### config.mk
export PLATFORM = sky130hd
export DESIGN_NAME = csa_accum_ctrl
export DESIGN_NICKNAME = d
export VERILOG_FILES = /design/src/rtl/csa_pkg.sv /design/src/rtl/csa32_compress.sv /design/src/rtl/csa_accum_ctrl.sv
export SDC_FILE = /design/constraint.sdc
export NUM_CORES = 1
export LEC_CHECK = 0
export CORE_MARGIN = 2
export CORE_UTILIZATION = 40
export DETAILED_ROUTE_END_ITERATION = 10
export GPL_ROUTABILITY_DRIVEN = 0
export PLACE_DENSITY = 0.71
export SLEW_MARGIN = 20
export SYNTH_ARGS = -nofsm -noshare
export SYNTH_HDL_FRONTEND = slang
export SYNTH_HIERARCHICAL = 1
export SYNTH_SLANG_ARGS = --single-unit
### constraint.sdc
create_clock -name clk -period 3.1 [get_ports clk]
set_clock_uncertainty 0.15 [all_clocks]
set_input_delay 0.465 -clock clk [delete_from_list [all_inputs] [get_ports clk]]
set_output_delay 0.465 -clock clk [all_outputs]
set_load 0.02 [all_outputs]
### src/rtl/csa_pkg.sv
// Shared types and width helpers for the carry-save multi-operand accumulator.
package csa_pkg;

   typedef enum logic [1:0] {
      IDLE    = 2'd0,
      ACCUM   = 2'd1,
      RESOLVE = 2'd2,
      DONE    = 2'd3
   } csa_ctrl_state_t;

   // Accumulator width that holds MAX_OPS operands of n bits without wrapping.
   function automatic int unsigned csa_acc_width(input int unsigned n, input int unsigned max_ops);
      return n + $clog2(max_ops);
   endfunction

endpackage

### src/rtl/csa32_compress.sv
// Bitwise 3:2 compressor: sum bits and majority carries shifted up one place.
module csa32_compress #(
   parameter int unsigned W = 8
) (
   input  logic [W-1:0] a_i,
   input  logic [W-1:0] b_i,
   input  logic [W-1:0] c_i,
   output logic [W-1:0] s_o,
   output logic [W-1:0] cy_o
);

   assign s_o  = a_i ^ b_i ^ c_i;
   assign cy_o = ((a_i & b_i) | (a_i & c_i) | (b_i & c_i)) << 1;

endmodule

### src/rtl/csa_accum_ctrl.sv
// Multi-operand adder sequencer: carry-save accumulation of a streamed operand group,
// then a chunked carry-propagate resolve into a held binary result.
module csa_accum_ctrl
   import csa_pkg::*;
#(
   parameter int unsigned N       = 5,
   parameter int unsigned MAX_OPS = 8,
   parameter int unsigned CHUNK   = 4,
   localparam int unsigned W      = csa_acc_width(N, MAX_OPS),
   localparam int unsigned CW     = $clog2(MAX_OPS + 1)
) (
   input  logic          clk,
   input  logic          rst,
   input  logic          in_valid,
   output logic          in_ready,
   input  logic [N-1:0]  in_data,
   input  logic          in_last,
   output logic          out_valid,
   input  logic          out_ready,
   output logic [W-1:0]  out_sum,
   output logic [CW-1:0] out_count,
   output logic          out_ovf,
   output logic          busy
);

   localparam int unsigned NCHUNK = (W + CHUNK - 1) / CHUNK;
   localparam int unsigned WP     = NCHUNK * CHUNK;
   localparam int unsigned KW     = (NCHUNK > 1) ? $clog2(NCHUNK) : 1;
   localparam int unsigned SW     = CHUNK + 1;
   localparam logic [CHUNK-1:0] CMASK = '1;

   csa_ctrl_state_t state_q, state_d;

   logic [W-1:0]  s_q, s_d, c_q, c_d;
   logic [WP-1:0] r_q, r_d;
   logic [CW-1:0] cnt_q, cnt_d, cnt_out_q, cnt_out_d;
   logic          ovf_q, ovf_d, ovf_out_q, ovf_out_d;
   logic          cy_q, cy_d;
   logic [KW-1:0] k_q, k_d;

   logic             accept_c;
   logic             last_chunk_c;
   logic             cy_in_c;
   logic [W-1:0]     x_c, cs_s_c, cs_c_c;
   logic [31:0]      sh_c;
   logic [CHUNK-1:0] s_sl_c, c_sl_c;
   logic [SW-1:0]    slice_sum_c;

   csa32_compress #(.W(W)) u_compress (
      .a_i  (s_q),
      .b_i  (c_q),
      .c_i  (x_c),
      .s_o  (cs_s_c),
      .cy_o (cs_c_c)
   );

   assign x_c          = W'(in_data);
   assign accept_c     = in_valid && in_ready;
   assign last_chunk_c = (k_q == KW'(NCHUNK - 1));

   // State register
   always_ff @(posedge clk or posedge rst) begin
      if (rst) state_q <= IDLE;
      else     state_q <= state_d;
   end

   // Next-state logic
   always_comb begin
      state_d = state_q;
      unique case (state_q)
         IDLE:    if (accept_c) state_d = in_last ? RESOLVE : ACCUM;
         ACCUM:   if (accept_c && in_last) state_d = RESOLVE;
         RESOLVE: if (last_chunk_c) state_d = DONE;
         DONE:    if (out_ready) state_d = IDLE;
         default: state_d = IDLE;
      endcase
   end

   // Output decode from the registered state only
   always_comb begin
      in_ready  = (state_q == IDLE) || (state_q == ACCUM);
      busy      = (state_q != IDLE);
      out_valid = (state_q == DONE);
   end

   // Current resolve slice; the first slice takes no carry-in
   always_comb begin
      sh_c        = 32'(k_q) * CHUNK;
      cy_in_c     = (k_q == '0) ? 1'b0 : cy_q;
      s_sl_c      = CHUNK'(WP'(s_q) >> sh_c);
      c_sl_c      = CHUNK'(WP'(c_q) >> sh_c);
      slice_sum_c = SW'(s_sl_c) + SW'(c_sl_c) + SW'(cy_in_c);
   end

   // Datapath next-state
   always_comb begin
      s_d       = s_q;
      c_d       = c_q;
      r_d       = r_q;
      cnt_d     = cnt_q;
      ovf_d     = ovf_q;
      cnt_out_d = cnt_out_q;
      ovf_out_d = ovf_out_q;
      cy_d      = cy_q;
      k_d       = k_q;
      unique case (state_q)
         IDLE: begin
            if (accept_c) begin
               s_d   = x_c;
               c_d   = '0;
               cnt_d = CW'(1);
               ovf_d = 1'b0;
               k_d   = '0;
            end
         end
         ACCUM: begin
            if (accept_c) begin
               s_d = cs_s_c;
               c_d = cs_c_c;
               k_d = '0;
               if (cnt_q == CW'(MAX_OPS)) ovf_d = 1'b1;
               else                       cnt_d = cnt_q + CW'(1);
            end
         end
         RESOLVE: begin
            r_d  = (r_q & ~(WP'(CMASK) << sh_c)) | (WP'(slice_sum_c[CHUNK-1:0]) << sh_c);
            cy_d = slice_sum_c[CHUNK];
            k_d  = k_q + KW'(1);
            if (last_chunk_c) begin
               cnt_out_d = cnt_q;
               ovf_out_d = ovf_q;
            end
         end
         default: ;
      endcase
   end

   // Datapath registers
   always_ff @(posedge clk or posedge rst) begin
      if (rst) begin
         s_q       <= '0;
         c_q       <= '0;
         r_q       <= '0;
         cnt_q     <= '0;
         ovf_q     <= 1'b0;
         cnt_out_q <= '0;
         ovf_out_q <= 1'b0;
         cy_q      <= 1'b0;
         k_q       <= '0;
      end else begin
         s_q       <= s_d;
         c_q       <= c_d;
         r_q       <= r_d;
         cnt_q     <= cnt_d;
         ovf_q     <= ovf_d;
         cnt_out_q <= cnt_out_d;
         ovf_out_q <= ovf_out_d;
         cy_q      <= cy_d;
         k_q       <= k_d;
      end
   end

   assign out_sum   = r_q[W-1:0];
   assign out_count = cnt_out_q;
   assign out_ovf   = ovf_out_q;

endmodule

==> out/summary.txt <==
CRITICAL PATH
------------------------------------------------------------------------------
Reg-to-reg setup timing slack                                          0.44 ns
R2R depth                                                                    5
Critical Path Slowest Stage Cell                                  clkdlybuf4s50_1
CP arrival                                                             2.07 ns
Peak fanout along the critical path                                          7
Critical-path cell list                                           inv_1 -> ha_1 -> nor2_1 -> inv_1 -> clkdlybuf4s50_1
Critical path's most frequent cell                                       inv_1
Data required, critical path                                           2.48 ns
Endpoint kind of the worst setup timing path                       output port
Critical path startpoint category                                         flop
Max incr delay on CP                                                   0.62 ns
Setup Crit Path Kind                                                reg -> out
Worst setup path start                                              state_q[0]
Reg-to-reg critical path startpoint                                        k_q

CLOCK TREE
------------------------------------------------------------------------------
H-Tree Level Count                                                           2
Post-CTS Setup Repair Bufs                                                   0
TritonCTS clock tree                                                       yes
Clock transition at the registers of the reported paths                0.08 ns
Inserted Clock Buffers                                                       5
Buffers from clock root to sink, at most                                     2
Number of cells upsized or downsized after cts                               0
Clock net sink count                                                        38
Clk Tree Root Cell                                                    clkbuf_8
Hold buffer count at cts                                                     0
Insertion delay of the later-clocked pin in the worst-skew pair        0.29 ns

DRT
------------------------------------------------------------------------------
Post-DR wirelength/cell                                               15.00 µm
Post-detailed-route count of antenna-violating nets                          0
Vias per cell                                                            5.293
Total via count after detailed routing                                   1,572
Violation count after the first detailed-route iteration                    99
Total iterations of the first detailed-routing run                           4
DRC                                                                          0
Total Wirelength                                                       4455 µm

POWER
------------------------------------------------------------------------------
Leakage power summed over all cells                                   1.224 nW
Cell area power density                                            1088 nW/µm²
Largest vdd supply drop                                               414.6 µV
Power consumption                                                     2.877 mW

TIMING
------------------------------------------------------------------------------
Max-slew violation total from the final report                               0
Final cycle utilization of the critical path                            0.8646
Slew at the pin closest to its max-slew limit                        0.9177 ns
Highest clock frequency the design can meet                         0.3731 GHz
Number of hold violations in the final report                                0
Setup repair after global routing missed its margin                         no
Setup violations, final                                                      0
Worst slew margin                                                       0.3841
Final critical-path required period                                   2.680 ns
Total negative slack                                                      0 ns
Hold Worst Slack                                                     0.3282 ns

GLOBAL ROUTING
------------------------------------------------------------------------------
Pin count of the biggest net entering global routing                        39
Vias in the first global route                                           1,568
First-pass GRT wire length                                             7817 µm
Total congestion overflow                                                    0
Global Route Usage Sum                                                  0.1640
Antenna violations before repair                                             0

FLOORPLANNING
------------------------------------------------------------------------------
Height of the die                                                     77.99 µm
Chip Width                                                            77.99 µm
Row count                                                                   26
Full die area                                                         6082 µm²
Initial standard-cell utilization of the core                           0.4207
Placeable core area                                                   5205 µm²
Ports                                                                       26

LAYOUT
------------------------------------------------------------------------------
Utilization of the core after routing                                   0.5082
Layout net count                                                           254
Synthesis-to-finish area growth                                         20.80%
Number of standard cells in the layout, taps in and fillers out            297
Antenna diode count                                                          0
Fraction of layout instances using a drive strength above 1             0.1145

SYNTH
------------------------------------------------------------------------------
Instance count of the mapped netlist                                       200
Post-Synthesis Cell Area                                              2190 µm²
Number of distinct library cells after synthesis                            40
Post-Synthesis Mean Instance Area                                    10.95 µm²
Flip-flop and latch count after synthesis                                   38
Count of synthesis-stage warnings from yosys                                 6
Portion of the post-synthesis area used by sequential elements          0.4343

FLOW RUN
------------------------------------------------------------------------------
Max-Cap Viols                                                                0

RUN STATUS
------------------------------------------------------------------------------
Result of the run                                                 complete, no violations

PLACED DESIGN
------------------------------------------------------------------------------
Placed Instances                                                           289
# port buffers                                                              25
Post-detailed-placement half-perimeter wirelength                      3136 µm

HOLD PATH
------------------------------------------------------------------------------
Hold Path Stages                                                             2
Hold/Removal Path Class                                             reg -> reg

==> cells by family after synthesis <==
family	count (synthesis)	share of synthesized area
multiplexers	13	0.06572
adder cells (fa/ha/maj)	18	0.1337
AO/OA/AOI/OAI	41	0.1389
flip-flops	38	0.4343
XOR/XNOR	2	0.01486
AND/OR/NAND/NOR	60	0.1571
buffers and inverters	26	0.05200
other	2	0.003430
==> cell usage after synthesis <==
cell type,n,share of area
o22ai_1,1,0.0029
clkbuf_1,7,0.012
conb_1,2,0.0034
a221oi_1,2,0.0080
nand3b_1,5,0.017
a21oi_1,2,0.0046
fa_1,9,0.082
mux2_2,11,0.057
o211ai_1,3,0.010
nor4b_1,1,0.0040
a221o_1,1,0.0046
buf_4,1,0.0034
a31oi_1,1,0.0029
mux2i_1,2,0.0091
nor2_1,3,0.0051
and3b_1,1,0.0040
a22o_1,16,0.064
dfrtp_1,38,0.43
nor2b_1,2,0.0057
nand2b_1,4,0.011
and2_1,2,0.0057
and4b_1,2,0.0091
inv_1,13,0.022
ha_1,9,0.051
or4bb_1,2,0.010
nand2_2,1,0.0029
nor4bb_1,2,0.0091
xor3_1,1,0.011
o311ai_0,1,0.0040
nand3_1,8,0.018
a21bo_2,1,0.0046
buf_6,1,0.0051
a311oi_1,1,0.0040
buf_2,4,0.0091
xor2_1,1,0.0040
o21ai_0,11,0.025
o22a_1,1,0.0040
and4_1,1,0.0040
or4b_1,2,0.0091
nand2_1,24,0.041
==> how the worst max path moves through the flow <==
stage	slack, ns	endpoint
after global placement	0.54	flop
after CTS	0.41	in_ready
after global routing	0.29	in_ready
after floorplan	0.68	flop
final	0.42	in_ready
after detailed placement	0.51	flop
==> stage by stage <==
step | worst slack, ns | area [µm²]
finish | 0.4198 | 2645
global route | 0.2912 | 2645
CTS | 0.4106 | 2645
detailed placement | 0.5052 | 2507
global placement | 0.5437 | 2507
floorplan | 0.6789 | 2197
==> per-layer routing <==
metal | up-vias | track usage | share of wire
met4 | 0 | 0.05965 | 0.019
met2 | 40 | 0.2345 | 0.44
li1 | 751 | - | -
met3 | 11 | 0.03721 | 0.040
met5 | - | 0 | 0
met1 | 770 | 0.2429 | 0.51
==> cell type report <==
cell class / instances / area [µm²]
multi-input combinational: 138 / 1132
timing repair buffer: 30 / 287.8
fill: 490 / 2560
inverter: 13 / 48.80
clock inverter: 3 / 68.82
clock buffer: 5 / 68.82
sequential: 38 / 950.9
tap: 70 / 87.58
==> cell usage in the layout (no fill, tap or decap), types with 2 or more instances in the layout <==
cell type,Yosys,layout
nand2b_1,4,4
o21ai_0,11,10
a21oi_1,2,2
and4b_1,2,2
bufinv_16,0,2
nor2_1,3,3
buf_4,1,5
mux2_2,11,11
clkbuf_8,0,5
or4bb_1,2,2
or4b_1,2,2
nand2_1,24,24
conb_1,2,4
inv_1,13,13
mux2i_1,2,2
dfrtp_1,38,38
nor2b_1,2,2
nand3b_1,5,5
and2_1,2,2
a22o_1,16,16
nand3_1,8,8
clkdlybuf4s50_1,0,25
a221oi_1,2,2
ha_1,9,9
nor4bb_1,2,2
fa_1,9,9
o211ai_1,3,3
==> worst max-delay path, delay by kind of cell (launching register included) <==
family / cells / cell delay, ns
adders and majority gates: 1 / 0.38
DFF: 1 / 0.41
buffers and inverters: 3 / 0.87
and+or+nand+nor: 1 / 0.11
==> where the power goes <==
group	leakage (nW)	internal [mW]	switching [mW]
Combinational	0.665	0.709	0.723
Clock	0.0683	0.322	0.180
Sequential	0.491	0.712	0.232
No activity file was read; power rests on OpenSTA's default activity.
